## config.mk

```make
export PLATFORM = sky130hd
export DESIGN_NAME = input_event_unit
export DESIGN_NICKNAME = d
export VERILOG_FILES = /design/src/rtl/input_event_unit_pkg.sv /design/src/rtl/input_event_unit_debounce_filter.sv /design/src/rtl/input_event_unit.sv
export SDC_FILE = /design/constraint.sdc
export NUM_CORES = 1
export LEC_CHECK = 0
export CAP_MARGIN = 20
export CORE_ASPECT_RATIO = 0.8
export CORE_MARGIN = 4
export CORE_UTILIZATION = 55
export CTS_BUF_LIST = sky130_fd_sc_hd__clkbuf_16
export CTS_CLUSTER_SIZE = 40
export DETAILED_ROUTE_END_ITERATION = 10
export GPL_TIMING_DRIVEN = 0
export PLACE_DENSITY_LB_ADDON = 0.05
export SYNTH_ARGS = -nofsm -noshare
export SYNTH_HDL_FRONTEND = slang
export SYNTH_SLANG_ARGS = --single-unit
```

## constraint.sdc

```tcl
create_clock -name Clock -period 2.06 [get_ports Clock]
set_input_delay 0.412 -clock Clock [delete_from_list [all_inputs] [get_ports Clock]]
set_output_delay 0.412 -clock Clock [all_outputs]
set_load 0.005 [all_outputs]
```

## src/rtl/input_event_unit_pkg.sv

```systemverilog
// Shared definitions for the input event front end: event codes and the
// priority pick used when several events qualify in the same cycle.
package input_event_unit_pkg;

    localparam int EV_W = 5;
    localparam int N_EV = 7;

    typedef logic [EV_W-1:0] ev_code_t;

    localparam ev_code_t EV_NONE   = 5'd0;
    localparam ev_code_t EV_UP     = 5'd1;
    localparam ev_code_t EV_DOWN   = 5'd2;
    localparam ev_code_t EV_LEFT   = 5'd3;
    localparam ev_code_t EV_RIGHT  = 5'd4;
    localparam ev_code_t EV_CENTER = 5'd5;
    localparam ev_code_t EV_CW     = 5'd6;
    localparam ev_code_t EV_CCW    = 5'd7;

    // ev = {ccw, cw, center, right, left, down, up}; lowest index wins.
    function automatic ev_code_t pick_event(input logic [N_EV-1:0] ev);
        ev_code_t code;
        code = EV_NONE;
        if      (ev[0]) code = EV_UP;
        else if (ev[1]) code = EV_DOWN;
        else if (ev[2]) code = EV_LEFT;
        else if (ev[3]) code = EV_RIGHT;
        else if (ev[4]) code = EV_CENTER;
        else if (ev[5]) code = EV_CW;
        else if (ev[6]) code = EV_CCW;
        return code;
    endfunction

endpackage

```

## src/rtl/input_event_unit_debounce_filter.sv

```systemverilog
// 2-FF synchronizer followed by a saturating-counter filter: the stable
// level only flips after the input has disagreed with it for CYCLES cycles.
module debounce_filter #(
    parameter int CYCLES = 4
) (
    input  logic Clock,
    input  logic Reset,
    input  logic raw,
    output logic level
);

    localparam int CNT_W = $clog2(CYCLES + 1);
    localparam logic [CNT_W-1:0] CNT_LAST = CNT_W'(CYCLES - 1);
    localparam logic [CNT_W-1:0] CNT_MAX  = CNT_W'(CYCLES);

    logic             sync_p0;
    logic             sync_p1;
    logic [CNT_W-1:0] cnt;

    function automatic logic [CNT_W-1:0] sat_inc(input logic [CNT_W-1:0] c);
        return (c == CNT_MAX) ? c : c + 1'b1;
    endfunction

    always_ff @(posedge Clock) begin
        if (Reset) begin
            sync_p0 <= 1'b0;
            sync_p1 <= 1'b0;
            cnt     <= '0;
            level   <= 1'b0;
        end else begin
            sync_p0 <= raw;
            sync_p1 <= sync_p0;
            // The cycle that completes the count is itself a differing cycle.
            if (sync_p1 == level) begin
                cnt <= '0;
            end else if (cnt >= CNT_LAST) begin
                level <= ~level;
                cnt   <= '0;
            end else begin
                cnt <= sat_inc(cnt);
            end
        end
    end

endmodule

```

## src/rtl/input_event_unit.sv

```systemverilog
// Button/rotary front end for the BTN instruction: debounced presses and
// quadrature detents become single event codes held until acknowledged.
module input_event_unit
    import input_event_unit_pkg::*;
#(
    parameter int DEBOUNCE_CYCLES   = 500000,
    parameter int ROT_FILTER_CYCLES = 1000
) (
    input  logic       Clock,
    input  logic       Reset,
    input  logic       BTN_NORTH,
    input  logic       BTN_SOUTH,
    input  logic       BTN_EAST,
    input  logic       BTN_WEST,
    input  logic       ROT_CENTER,
    input  logic       ROT_A,
    input  logic       ROT_B,
    input  logic       iAck,
    output logic [4:0] oBTN,
    output logic       oValid,
    output logic [4:0] oHeld,
    output logic       oOverrun
);

    logic [4:0]      btn_raw;
    logic [4:0]      held;
    logic            rot_a;
    logic            rot_b;
    logic            q1;
    logic            q2;
    logic            q1_p1;
    logic            q2_p1;
    logic [4:0]      btn_rise;
    logic            q1_rise;
    logic [N_EV-1:0] ev;
    ev_code_t        ev_code;
    logic            ev_offer;

    assign btn_raw = {ROT_CENTER, BTN_EAST, BTN_WEST, BTN_SOUTH, BTN_NORTH};

    for (genvar i = 0; i < 5; i++) begin : g_btn
        debounce_filter #(.CYCLES(DEBOUNCE_CYCLES)) u_btn (
            .Clock (Clock),
            .Reset (Reset),
            .raw   (btn_raw[i]),
            .level (held[i])
        );
    end

    debounce_filter #(.CYCLES(ROT_FILTER_CYCLES)) u_rot_a (
        .Clock (Clock),
        .Reset (Reset),
        .raw   (ROT_A),
        .level (rot_a)
    );

    debounce_filter #(.CYCLES(ROT_FILTER_CYCLES)) u_rot_b (
        .Clock (Clock),
        .Reset (Reset),
        .raw   (ROT_B),
        .level (rot_b)
    );

    // oHeld doubles as the previous debounced level for press detection.
    always_comb begin
        btn_rise = held & ~oHeld;
        q1_rise  = q1 & ~q1_p1;
        ev       = {q1_rise & q2_p1, q1_rise & ~q2_p1, btn_rise};
        ev_code  = pick_event(ev);
        ev_offer = |ev;
    end

    always_ff @(posedge Clock) begin
        if (Reset) begin
            q1       <= 1'b0;
            q2       <= 1'b0;
            q1_p1    <= 1'b0;
            q2_p1    <= 1'b0;
            oHeld    <= '0;
            oBTN     <= EV_NONE;
            oValid   <= 1'b0;
            oOverrun <= 1'b0;
        end else begin
            // q1/q2 only move on the diagonal states, so bounce on one contact holds them.
            if (rot_a & rot_b)        q1 <= 1'b1;
            else if (!rot_a & !rot_b) q1 <= 1'b0;
            if (!rot_a & rot_b)       q2 <= 1'b1;
            else if (rot_a & !rot_b)  q2 <= 1'b0;
            q1_p1 <= q1;
            q2_p1 <= q2;
            oHeld <= held;

            if (ev_offer) begin
                if (!oValid || iAck) begin
                    oBTN   <= ev_code;
                    oValid <= 1'b1;
                end else begin
                    oOverrun <= 1'b1;
                end
            end else if (iAck && oValid) begin
                oBTN   <= EV_NONE;
                oValid <= 1'b0;
            end
        end
    end

endmodule

```

Word-level counts from Yosys, hierarchy flattened
Cells that the tools add are included.
{"block": "word_totals", "input_bits": 10, "out_inout_bits": 12, "elab_cells": 133, "regBits": 152}
{"block": "classes", "eq_ne": 15, "n_bitwise": 26, "addsub": 7, "mux": 17, "order_cmp": 7, "n_reduce_logical": 25}
{"cell": "$add 19x1->19 const B", "count": 5}
{"cell": "$eq 19x19->1 const B", "count": 5}
{"cell": "$ge 19x19->1 const B", "count": 5}
{"cell": "$mux 3", "count": 7}
{"cell": "$reduce_or 3->1", "count": 7}
{"cell": "$add 10x1->10 const B", "count": 2}
{"cell": "$eq 10x10->1 const B", "count": 2}
{"cell": "$ge 10x10->1 const B", "count": 2}
{"cell": "$reduce_and 2->1", "count": 9}
{"cell": "$not 1->1", "count": 17}
{"cell": "$mux 5", "count": 3}
{"cell": "$and 1x1->1", "count": 7}
{"cell": "$eq 1x1->1", "count": 7}
{"cell": "$mux 1", "count": 7}
{"cell": "$reduce_or 7->1", "count": 1}
{"cell": "$reduce_bool 2->1", "count": 3}
{"cell": "$and 5x5->5", "count": 1}
{"cell": "$not 5->5", "count": 1}
{"cell": "$logic_not 1->1", "count": 3}
{"cell": "$ne 2x1->1 const B", "count": 1}
{"cell": "$logic_and 1x1->1", "count": 1}
{"cell": "$logic_or 1x1->1", "count": 1}

Depth between registers and ports, before layout
Gate-level depths: netlist of run 1.
{"block": "depth", "ltp_word": 12, "depth_mapped": 7, "mapped_depth_nobuf": 7}

Cells and area by module
Synthesis of run 1 repeated with hierarchy kept, for this count alone.
{"block": "hier_totals", "hier_cells": 820, "hier_area_um2": 7259.5}
{"mod": "debounce_filter (g_btn[0].u_btn ...)", "seq_area_each_um2": 440.4, "area_per_inst_um2": 1081.0, "cells_each": 124, "n_inst": 5}
{"mod": "debounce_filter (u_rot_a ...)", "seq_area_each_um2": 260.2, "area_per_inst_um2": 606.8, "cells_each": 67, "n_inst": 2}
{"mod": "input_event_unit", "seq_area_each_um2": 280.3, "area_per_inst_um2": 640.6, "cells_each": 66, "n_inst": 1}

Worst setup path before layout of run 1
Ideal clock, no wire load.
{"block": "synth_path", "kind": "register -> register", "start": "reg g_btn[0].u_btn.cnt[0]", "end": "reg g_btn[0].u_btn.cnt[10]", "stages_incl_launch_ff": 8, "setup_ns": 0.064, "path_slack_ns": 0.105, "required_ns": 1.996, "arrival_ns": 1.891, "n_path_buf": 1, "synth_period_minus_slack_ns": 1.955, "cell_sequence": "dfxtp_1 ha_1 and4_1 and4_1 o311ai_1 nand4b_1 buf_2 nor2_1"}
{"block": "synth_between", "elab_chain_cells": 2, "word_cells_on_any_way": 4, "classes_between": "add/sub: 1; order compare: 1; eq/ne: 1; reduce/logical: 1"}
{"element": "from (decl)", "line": "input_event_unit_debounce_filter.sv:18", "text": "logic [CNT_W-1:0] cnt;"}
{"element": "from (signal assigned)", "line": "input_event_unit_debounce_filter.sv:40", "text": "cnt <= sat_inc(cnt);"}
{"element": "$ge 19x19->1", "line": "input_event_unit_debounce_filter.sv:36", "text": "end else if (cnt >= CNT_LAST) begin"}
{"element": "$reduce_or 3->1 (no source line)"}
Parallel ways exist; a longest one is shown, timed or not.
A chain may end at the register's enable or synchronous reset.

Worst setup path after layout of run 1
{"block": "layout_path", "start": "reg g_btn[1].u_btn.cnt[6]", "end": "reg g_btn[1].u_btn.cnt[1]"}
{"block": "layout_between", "elab_chain_cells": 2, "word_cells_on_any_way": 3, "classes_between": "order compare: 1; eq/ne: 1; reduce/logical: 1"}
{"element": "from (decl)", "line": "input_event_unit_debounce_filter.sv:18"}
{"element": "from (signal assigned)", "line": "input_event_unit_debounce_filter.sv:40"}
{"element": "$ge 19x19->1", "line": "input_event_unit_debounce_filter.sv:36"}
{"element": "$reduce_or 3->1 (no source line)"}
Parallel ways exist; a longest one is shown, timed or not.

==> impl_results.html, run 1 <==
<table>
<tr><th>Metric</th><th>Value</th></tr>
<tr><th colspan="2">Place</th></tr>
<tr><td>HPWL reported at the end of detailed placement</td><td>9.00 mm</td></tr>
<tr><td>Cell area after placement</td><td>0.00720 mm2</td></tr>
<tr><td>Setup slack at placement</td><td>-338 ps</td></tr>
<tr><td>Number of cells after detailed placement</td><td>940</td></tr>
<tr><td>Placer Congestion</td><td>0.818</td></tr>
<tr><td>Quantity of I/O buffers inserted on ports</td><td>19</td></tr>
<tr><th colspan="2">Clock tree</th></tr>
<tr><td>CTS tree</td><td>built</td></tr>
<tr><td>Worst-skew pair later-pin latency</td><td>430 ps</td></tr>
<tr><td>Clock input transition at the sequential cells of the worst setup and hold paths</td><td>60 ps</td></tr>
<tr><td>CTS root buf</td><td>sky130_fd_sc_hd__clkbuf_16</td></tr>
<tr><td>Number of H-tree levels</td><td>4</td></tr>
<tr><td>Number of CTS-inserted buffers</td><td>17</td></tr>
<tr><td>Maximum count of clock buffers along a single path</td><td>2</td></tr>
<tr><td>Sink count of the clock tree</td><td>150</td></tr>
<tr><th colspan="2">Routing</th></tr>
<tr><td>Via density per instance</td><td>5.43</td></tr>
<tr><td>Number of design-rule violations left by the first detailed-router iteration</td><td>245</td></tr>
<tr><td>Overall routed net length</td><td>13.1 mm</td></tr>
<tr><td>Number of remaining DRC errors</td><td>0</td></tr>
<tr><td>Routed via count</td><td>5330</td></tr>
<tr><td>Number of iterations in the first detailed-routing pass</td><td>4</td></tr>
<tr><td>Detail-routed net length per standard cell</td><td>13.4 um</td></tr>
<tr><td>Post-DRT Antenna Nets</td><td>0</td></tr>
<tr><th colspan="2">Setup path</th></tr>
<tr><td>Category of the worst setup path launch point</td><td>flip-flop</td></tr>
<tr><td>Worst-path maximum fanout</td><td>5</td></tr>
<tr><td>Worst reg-to-reg setup slack</td><td>60 ps</td></tr>
<tr><td>Worst setup path category</td><td>reg -&gt; reg</td></tr>
<tr><td>Endpoint kind of the worst setup timing path</td><td>flip-flop</td></tr>
<tr><td>Data arrival time of the worst path</td><td>2320 ps</td></tr>
<tr><td>Required time reported for the critical path endpoint</td><td>2380 ps</td></tr>
<tr><th colspan="2">Synthesis</th></tr>
<tr><td>Synthesis-stage register bit count</td><td>150</td></tr>
<tr><td>Library cells used by synthesis</td><td>61</td></tr>
<tr><td>Number of warnings issued by yosys</td><td>0</td></tr>
<tr><td>FFs w/ async S/R, synth</td><td>0%</td></tr>
<tr><td>Sequential element share of the synthesized area</td><td>44.1%</td></tr>
<tr><td>Post-synth EDFFs</td><td>0</td></tr>
<tr><td>Area share of the largest cell type after synthesis</td><td>44.1%</td></tr>
<tr><td>Average cell area after synthesis</td><td>8.87 um2</td></tr>
<tr><td>Largest area contributor in the synthesized netlist</td><td>sky130_fd_sc_hd__dfxtp_1</td></tr>
<tr><td>Combined area of all synthesized cells</td><td>0.00681 mm2</td></tr>
<tr><td>Most used flip-flop cell after synthesis</td><td>sky130_fd_sc_hd__dfxtp_1</td></tr>
<tr><td>Cells taking the most area after synthesis</td><td>sky130_fd_sc_hd__dfxtp_1, sky130_fd_sc_hd__nor2_1, sky130_fd_sc_hd__xnor2_1</td></tr>
<tr><td>Cells after synthesis</td><td>768</td></tr>
<tr><th colspan="2">Layout</th></tr>
<tr><td>Share of final-layout standard cells stronger than drive strength 1</td><td>10.0%</td></tr>
<tr><td>FF+latch area</td><td>0.00301 mm2</td></tr>
<tr><td>Post-route cell area</td><td>0.00800 mm2</td></tr>
<tr><td>Final-stage net count</td><td>842</td></tr>
<tr><td>Area Growth Syn to Fin</td><td>17.4%</td></tr>
<tr><td>Number of antenna diodes</td><td>0</td></tr>
<tr><td>Post-layout instance count excluding filler cells</td><td>981</td></tr>
<tr><td>Area taken by multi-input logic gates</td><td>0.00369 mm2</td></tr>
<tr><td>Final core occ</td><td>65.7%</td></tr>
<tr><td>Filler cell count</td><td>959</td></tr>
<tr><th colspan="2">Timing</th></tr>
<tr><td>Worst setup margin</td><td>60.0 ps</td></tr>
<tr><td>Slew Viols, Final</td><td>0</td></tr>
<tr><td>Fin crit period</td><td>2000 ps</td></tr>
<tr><td>Final hold vios</td><td>0</td></tr>
<tr><td>Final setup violating endpoints</td><td>0</td></tr>
<tr><td>Setup Total Neg Slack</td><td>0 ps</td></tr>
<tr><td>Relative slew slack</td><td>47.5%</td></tr>
<tr><td>Upper clock frequency limit</td><td>500 MHz</td></tr>
<tr><td>Least-Margin Pin Slew</td><td>780 ps</td></tr>
<tr><td>Crit share post-route</td><td>97.1%</td></tr>
<tr><td>Setup skew after layout</td><td>6.51 ps</td></tr>
<tr><th colspan="2">Pwr</th></tr>
<tr><td>P_leak</td><td>2.58 nW</td></tr>
<tr><td>Cell area power density</td><td>780 mW/mm2</td></tr>
<tr><td>Worst IR Drop VDD</td><td>0.724 mV</td></tr>
<tr><th colspan="2">Global routing</th></tr>
<tr><td>First-pass GRT wire length</td><td>22.8 mm</td></tr>
<tr><td>Aggregate global-route resource usage</td><td>19.5%</td></tr>
<tr><td>Global route total overflow</td><td>0</td></tr>
<tr><td>Number of global-route vias before repair</td><td>4981</td></tr>
<tr><td>Number of antenna violations at the first check in global routing</td><td>0</td></tr>
<tr><td>Pin count of the biggest net entering global routing</td><td>17</td></tr>
<tr><th colspan="2">Floorplan</th></tr>
<tr><td>Rows</td><td>36</td></tr>
<tr><td>Area enclosed by the die boundary</td><td>0.0142 mm2</td></tr>
<tr><td>Die outline height</td><td>108 um</td></tr>
<tr><td>Starting density of the core</td><td>56.0%</td></tr>
<tr><td>Die width</td><td>132 um</td></tr>
<tr><td>I/O pin count</td><td>22</td></tr>
<tr><td>Area of the core</td><td>0.0122 mm2</td></tr>
<tr><th colspan="2">Flow run</th></tr>
<tr><td>Max-capacitance violation count</td><td>0</td></tr>
<tr><th colspan="2">Outcome</th></tr>
<tr><td>Run status</td><td>finished, final reports clean</td></tr>
<tr><th colspan="2">Min path</th></tr>
<tr><td>Classification of the worst-slack hold path</td><td>reg -&gt; reg</td></tr>
</table>
## worst paths after layout
check,to,start,depth (start not counted)
worst max-delay path,g_btn[1].u_btn.cnt[1],g_btn[1].u_btn.cnt[6],5
worst min-delay path,g_btn[3].u_btn.sync_p1,g_btn[3].u_btn.sync_p0,1
worst max register to register,g_btn[1].u_btn.cnt[1],g_btn[1].u_btn.cnt[6],5
worst min register to register,g_btn[3].u_btn.sync_p1,g_btn[3].u_btn.sync_p0,1
## cell usage in the layout (no fill, tap or decap), types with 16 or more instances in the layout
cell / instances
sky130_fd_sc_hd__xor2_1: 51
sky130_fd_sc_hd__a21oi_1: 16
sky130_fd_sc_hd__nor2b_1: 26
sky130_fd_sc_hd__xnor2_1: 54
sky130_fd_sc_hd__nand4_1: 20
sky130_fd_sc_hd__nand3_1: 59
sky130_fd_sc_hd__clkdlybuf4s50_1: 19
sky130_fd_sc_hd__nand2_1: 35
sky130_fd_sc_hd__nor3_1: 16
sky130_fd_sc_hd__nor2_1: 143
sky130_fd_sc_hd__dfxtp_1: 147
sky130_fd_sc_hd__clkbuf_16: 17
sky130_fd_sc_hd__inv_1: 32
## synth_stat cells, drive strengths merged (3+ instances only)
library cell	n
o211ai	5
nor4	14
xor2	51
nor2b	26
inv	30
ha	16
a31o	3
and4	7
a31oi	3
buf	7
o41ai	3
or2	3
nand3b	4
nor2	145
nand2	35
o21ai	10
xnor2	54
a21oi	16
mux2	3
or3b	3
dfxtp	150
nor3	16
or3	5
mux2i	8
nand4b	4
nand2b	13
clkbuf	8
nor4b	5
nand4	20
or4	7
o311ai	3
and3	13
nand3	62
## critical path, cell delays in order (launching register included)
cell and delay [ps]:
sky130_fd_sc_hd__dfxtp_1 360, sky130_fd_sc_hd__or4_1 590, sky130_fd_sc_hd__or4_1 560, sky130_fd_sc_hd__nor2_4 140
sky130_fd_sc_hd__mux2i_1 190, sky130_fd_sc_hd__nor2_1 50
## what timing repair did
action,in CTS,in global routing
resized for setup,9,17
pin swaps,6,3
setup buffers,6,5
endpoints found under the hold margin,0,0
setup endpoints to repair,60,72
hold buffers,0,0
## kinds of logic after synthesis
family | Yosys count | share of synthesized area, %
compound gates | 52 | 5.44
xor+xnor | 105 | 13.5
fa+ha+maj | 16 | 2.94
buf+inv | 46 | 3.20
flops | 150 | 44.1
mux | 11 | 1.67
other cells | 1 | 0.0551
simple gates | 387 | 29.1
## final cells by class
cell class,count,area share [%]
Buffer,14,1.30
Clock buffer,17,5.32
Clock inverter,15,2.36
Inverter,30,1.41
Multi-Input combinational cell,573,46.2
Sequential cell,150,37.6
Tap cell,152,2.38
Timing Repair Buffer,30,3.41
## power by group
group	internal [W]	leakage [nW]	switching, W
Combinational	0.0000468	1.07	0.0000521
Sequential	0.00292	1.21	0.00000911
Clock	0.00201	0.297	0.00120
Total	0.00497	2.58	0.00127
## flip-flops by register name (all words and copies together) (netlist names)
signal,cells
g_btn.u_btn.cnt,95
g_btn.u_btn.level,5
g_btn.u_btn.sync_p0,5
g_btn.u_btn.sync_p1,5
oBTN,3
oHeld,5
oOverrun,1
oValid,1
q1,1
q1_p1,1
q2,1
q2_p1,1
u_rot_a.cnt,10
u_rot_a.level,1
u_rot_a.sync_p0,1
u_rot_a.sync_p1,1
u_rot_b.cnt,10
u_rot_b.level,1
u_rot_b.sync_p0,1
u_rot_b.sync_p1,1
## through the flow
step / total power [W] / hold WS (ps)
after CTS: 0.00631 / 431
after detailed placement: 0.00308 / 420
final: 0.00624 / 428
after global routing: 0.00645 / 452
after floorplan: 0.00305 / 414
after global placement: 0.00308 / 417
## metal layers
metal  global-route usage [%]  up-vias  wire (um)
li1                         -     2723          -
met1                     25.3     2516       6430
met2                     30.6       69       6000
met3                     4.58       22        382
met4                     10.2        0        335
met5                        0        -          0
(Power assumes the default switching activity.)
==> inputs of run 2 (changes only) <==
--- a/config.mk
+++ b/config.mk
@@ -8,7 +8,7 @@
 export CAP_MARGIN = 20
 export CORE_ASPECT_RATIO = 0.8
 export CORE_MARGIN = 4
-export CORE_UTILIZATION = 55
+export CORE_UTILIZATION = 49
 export CTS_BUF_LIST = sky130_fd_sc_hd__clkbuf_16
 export CTS_CLUSTER_SIZE = 40
 export DETAILED_ROUTE_END_ITERATION = 10
==> run 2 against run 1 <==
  * Clock skew fell by 1.3 ps
  * Setup slack better by 3.3 ps
  * Sequential cell count stayed put
  * Hold slack gained 6.8 ps
  * Clock power decreased by 18%
  * Combinational power decreased by 2%
  * Maximum frequency increased by 0.17%
  * Clock-buffer cell count unchanged
  * Wire length fell by 0.26%
  * Core utilization shrank 7.9 points
  * Critical endpoint is now g_btn[3].u_btn.cnt[10]
  * Largest cell class unchanged
==> impl_results.html, run 2 (synthesis gave the netlist of run 1 again) <==
<table>
<tr><th>Metric</th><th>Value</th></tr>
<tr><th colspan="2">Clock tree</th></tr>
<tr><td>Clock input transition at the sequential cells of the worst setup and hold paths</td><td>60 ps</td></tr>
<tr><td>Number of CTS-inserted buffers</td><td>17</td></tr>
<tr><td>Number of H-tree levels</td><td>4</td></tr>
<tr><td>Number of buffers inserted by hold repair at cts</td><td>0</td></tr>
<tr><td>CTS root buf</td><td>sky130_fd_sc_hd__clkbuf_16</td></tr>
<tr><td>Maximum count of clock buffers along a single path</td><td>2</td></tr>
<tr><td>Worst-skew pair later-pin latency</td><td>420 ps</td></tr>
<tr><td>Sink count of the clock tree</td><td>150</td></tr>
<tr><td>CTS tree</td><td>built</td></tr>
<tr><th colspan="2">Routing</th></tr>
<tr><td>Number of iterations in the first detailed-routing pass</td><td>5</td></tr>
<tr><td>Detail Route met3 WL</td><td>519 um</td></tr>
<tr><td>Number of remaining DRC errors</td><td>0</td></tr>
<tr><td>Detail-routed net length per standard cell</td><td>13.0 um</td></tr>
<tr><td>Number of design-rule violations left by the first detailed-router iteration</td><td>216</td></tr>
<tr><td>Routed via count</td><td>5230</td></tr>
<tr><td>Met1 routed wirelength after detailed routing</td><td>6.60 mm</td></tr>
<tr><td>Post-DRT Antenna Nets</td><td>0</td></tr>
<tr><td>Via density per instance</td><td>5.19</td></tr>
<tr><td>Highest routed layer</td><td>met4</td></tr>
<tr><td>Overall routed net length</td><td>13.1 mm</td></tr>
<tr><td>Detail Route met2 WL</td><td>5.83 mm</td></tr>
<tr><th colspan="2">Timing</th></tr>
<tr><td>Final hold vios</td><td>0</td></tr>
<tr><td>Slew Viols, Final</td><td>0</td></tr>
<tr><td>Fin crit period</td><td>2000 ps</td></tr>
<tr><td>Setup skew after layout</td><td>5.19 ps</td></tr>
<tr><td>Final setup violating endpoints</td><td>0</td></tr>
<tr><td>Least-Margin Pin Slew</td><td>702 ps</td></tr>
<tr><td>Relative slew slack</td><td>52.8%</td></tr>
<tr><td>Hold Worst Slack</td><td>435 ps</td></tr>
<tr><td>Setup Total Neg Slack</td><td>0 ps</td></tr>
<tr><td>Crit share post-route</td><td>96.9%</td></tr>
<tr><td>Upper clock frequency limit</td><td>501 MHz</td></tr>
<tr><th colspan="2">Setup path</th></tr>
<tr><td>Worst reg-to-reg setup slack</td><td>60 ps</td></tr>
<tr><td>CP top delay family</td><td>simple AND/OR/NAND/NOR gates</td></tr>
<tr><td>Worst setup path category</td><td>reg -&gt; reg</td></tr>
<tr><td>Worst reg2reg path depth</td><td>7</td></tr>
<tr><td>Maximum cell stage delay along the critical path</td><td>560 ps</td></tr>
<tr><td>Required time reported for the critical path endpoint</td><td>2370 ps</td></tr>
<tr><td>CP max stage cell</td><td>sky130_fd_sc_hd__or4_1</td></tr>
<tr><td>Data arrival time of the worst path</td><td>2310 ps</td></tr>
<tr><td>Path length in cells of the critical path</td><td>7</td></tr>
<tr><td>Crit-path cells</td><td>buf_2 -&gt; or4_1 -&gt; o41ai_2 -&gt; a221oi_2 -&gt; o21ai_4 -&gt; buf_4 -&gt; nor2_1</td></tr>
<tr><td>End point of the critical path</td><td>g_btn[3].u_btn.cnt[10]</td></tr>
<tr><td>R2R Path End</td><td>g_btn[3].u_btn.cnt[10]</td></tr>
<tr><td>Worst-path maximum fanout</td><td>10</td></tr>
<tr><td>Crit path buf inv count</td><td>2</td></tr>
<tr><td>Category of the worst setup path launch point</td><td>flip-flop</td></tr>
<tr><td>Reg-to-reg startpoint</td><td>g_btn[3].u_btn.cnt[7]</td></tr>
<tr><td>Endpoint kind of the worst setup timing path</td><td>flip-flop</td></tr>
<tr><td>Start point of the critical path</td><td>g_btn[3].u_btn.cnt[7]</td></tr>
<tr><th colspan="2">Layout</th></tr>
<tr><td>Area Growth Syn to Fin</td><td>15.5%</td></tr>
<tr><td>Final core occ</td><td>57.9%</td></tr>
<tr><td>Flip-flop count of the largest register after layout</td><td>95</td></tr>
<tr><td>Register containing the most flip-flops in the final layout</td><td>g_btn.u_btn.cnt</td></tr>
<tr><td>FF+latch area</td><td>0.00301 mm2</td></tr>
<tr><td>Highest-count cells in the layout ignoring fill and taps</td><td>sky130_fd_sc_hd__dfxtp_1, sky130_fd_sc_hd__nor2_1, sky130_fd_sc_hd__nand3_1</td></tr>
<tr><td>Largest registers in the final layout</td><td>g_btn.u_btn.cnt (95), u_rot_a.cnt (10), u_rot_b.cnt (10)</td></tr>
<tr><td>Filler cell count</td><td>1230</td></tr>
<tr><td>Share of final-layout standard cells stronger than drive strength 1</td><td>9.55%</td></tr>
<tr><td>Commonest non-fill, non-tap cell in the layout</td><td>sky130_fd_sc_hd__dfxtp_1</td></tr>
<tr><td>Area taken by multi-input logic gates</td><td>0.00367 mm2</td></tr>
<tr><td>Final-stage net count</td><td>841</td></tr>
<tr><td>Number of antenna diodes</td><td>0</td></tr>
<tr><th colspan="2">Place</th></tr>
<tr><td>Placer Congestion</td><td>0.831</td></tr>
<tr><td>Quantity of I/O buffers inserted on ports</td><td>19</td></tr>
<tr><td>HPWL reported at the end of detailed placement</td><td>9.24 mm</td></tr>
<tr><th colspan="2">Global routing</th></tr>
<tr><td>First-pass GRT wire length</td><td>22.5 mm</td></tr>
<tr><td>Pin count of the biggest net entering global routing</td><td>17</td></tr>
<tr><td>Number of antenna violations at the first check in global routing</td><td>0</td></tr>
<tr><td>Aggregate global-route resource usage</td><td>17.1%</td></tr>
<tr><td>Number of global-route vias before repair</td><td>4895</td></tr>
<tr><td>Global route total overflow</td><td>0</td></tr>
<tr><th colspan="2">Pwr</th></tr>
<tr><td>Total power draw</td><td>0.00566 W</td></tr>
<tr><td>Cell area power density</td><td>719 mW/mm2</td></tr>
<tr><td>Worst IR Drop VDD</td><td>0.644 mV</td></tr>
<tr><td>P_leak</td><td>2.53 nW</td></tr>
<tr><th colspan="2">Min path</th></tr>
<tr><td>Classification of the worst-slack hold path</td><td>reg -&gt; reg</td></tr>
<tr><th colspan="2">Floorplan</th></tr>
<tr><td>Die width</td><td>140 um</td></tr>
<tr><td>I/O pin count</td><td>22</td></tr>
<tr><td>Area of the core</td><td>0.0136 mm2</td></tr>
<tr><td>Rows</td><td>38</td></tr>
<tr><td>Die outline height</td><td>113 um</td></tr>
<tr><td>Starting density of the core</td><td>50.1%</td></tr>
<tr><td>Area enclosed by the die boundary</td><td>0.0159 mm2</td></tr>
<tr><th colspan="2">Flow run</th></tr>
<tr><td>Max-capacitance violation count</td><td>0</td></tr>
<tr><th colspan="2">Outcome</th></tr>
<tr><td>Run status</td><td>finished, final reports clean</td></tr>
</table>
## run 2: where the power goes
| part | internal [W] | switching (W) |
|---|---|---|
| clock | 0.00149 | 0.00114 |
| combinational | 0.0000450 | 0.0000524 |
| sequential | 0.00292 | 0.00000919 |
| total | 0.00445 | 0.00120 |
## run 2: area by class of cell
cell class              count  share of cell area (%)
repair buffers             28                    3.28
inverters                  30                    1.43
clock buffers              17                    5.41
flip-flops and latches    150                    38.2
multi-input cells         573                    46.6
well taps                 180                    2.86
plain buffers              15                    1.30
clock inverters            14                   0.906
## run 2: timing repair
item                       in CTS  in global routing
pin swaps                       7                  3
gates resized for setup         8                 10
setup endpoints to repair      60                 69
buffers inserted                6                  3
## run 2: how the worst min path moves through the flow
| stage | from | end | slack, ps | cells past startpoint |
|---|---|---|---|---|
| floorplan | g_btn[0].u_btn.sync_p0 | g_btn[0].u_btn.sync_p1 | 410 | 1 |
| global placement | u_rot_a.sync_p0 | u_rot_a.sync_p1 | 420 | 1 |
| detailed placement | g_btn[3].u_btn.sync_p0 | g_btn[3].u_btn.sync_p1 | 420 | 1 |
| CTS | g_btn[3].u_btn.sync_p0 | g_btn[3].u_btn.sync_p1 | 440 | 1 |
| global route | g_btn[3].u_btn.sync_p0 | g_btn[3].u_btn.sync_p1 | 460 | 1 |
| finish | u_rot_a.sync_p0 | u_rot_a.sync_p1 | 440 | 1 |
## run 2: routing by layer
metal	global-route usage, %	up-vias
li1	-	2702
met1	23.1	2442
met2	26.0	76
met3	5.28	10
met4	6.33	0
met5	0	-
## run 2: stage by stage
stage / setup WS, ps / std cells / area [um2]
CTS: -5.79 / 1005 / 7800
detailed placement: -394 / 968 / 7230
global route: -25.7 / 1007 / 7870
global placement: -389 / 968 / 7230
finish: 63.3 / 1007 / 7870
floorplan: 105 / 769 / 6820
==> inputs of run 3 (changes only) <==
--- a/config.mk
+++ b/config.mk
@@ -8,9 +8,8 @@
 export CAP_MARGIN = 20
 export CORE_ASPECT_RATIO = 0.8
 export CORE_MARGIN = 4
-export CORE_UTILIZATION = 49
+export CORE_UTILIZATION = 55
 export CTS_BUF_LIST = sky130_fd_sc_hd__clkbuf_16
-export CTS_CLUSTER_SIZE = 40
 export DETAILED_ROUTE_END_ITERATION = 10
 export GPL_TIMING_DRIVEN = 0
 export PLACE_DENSITY_LB_ADDON = 0.05
==> results of run 3 <==
Final layout, timing and power as in run 1 (identical DEF).
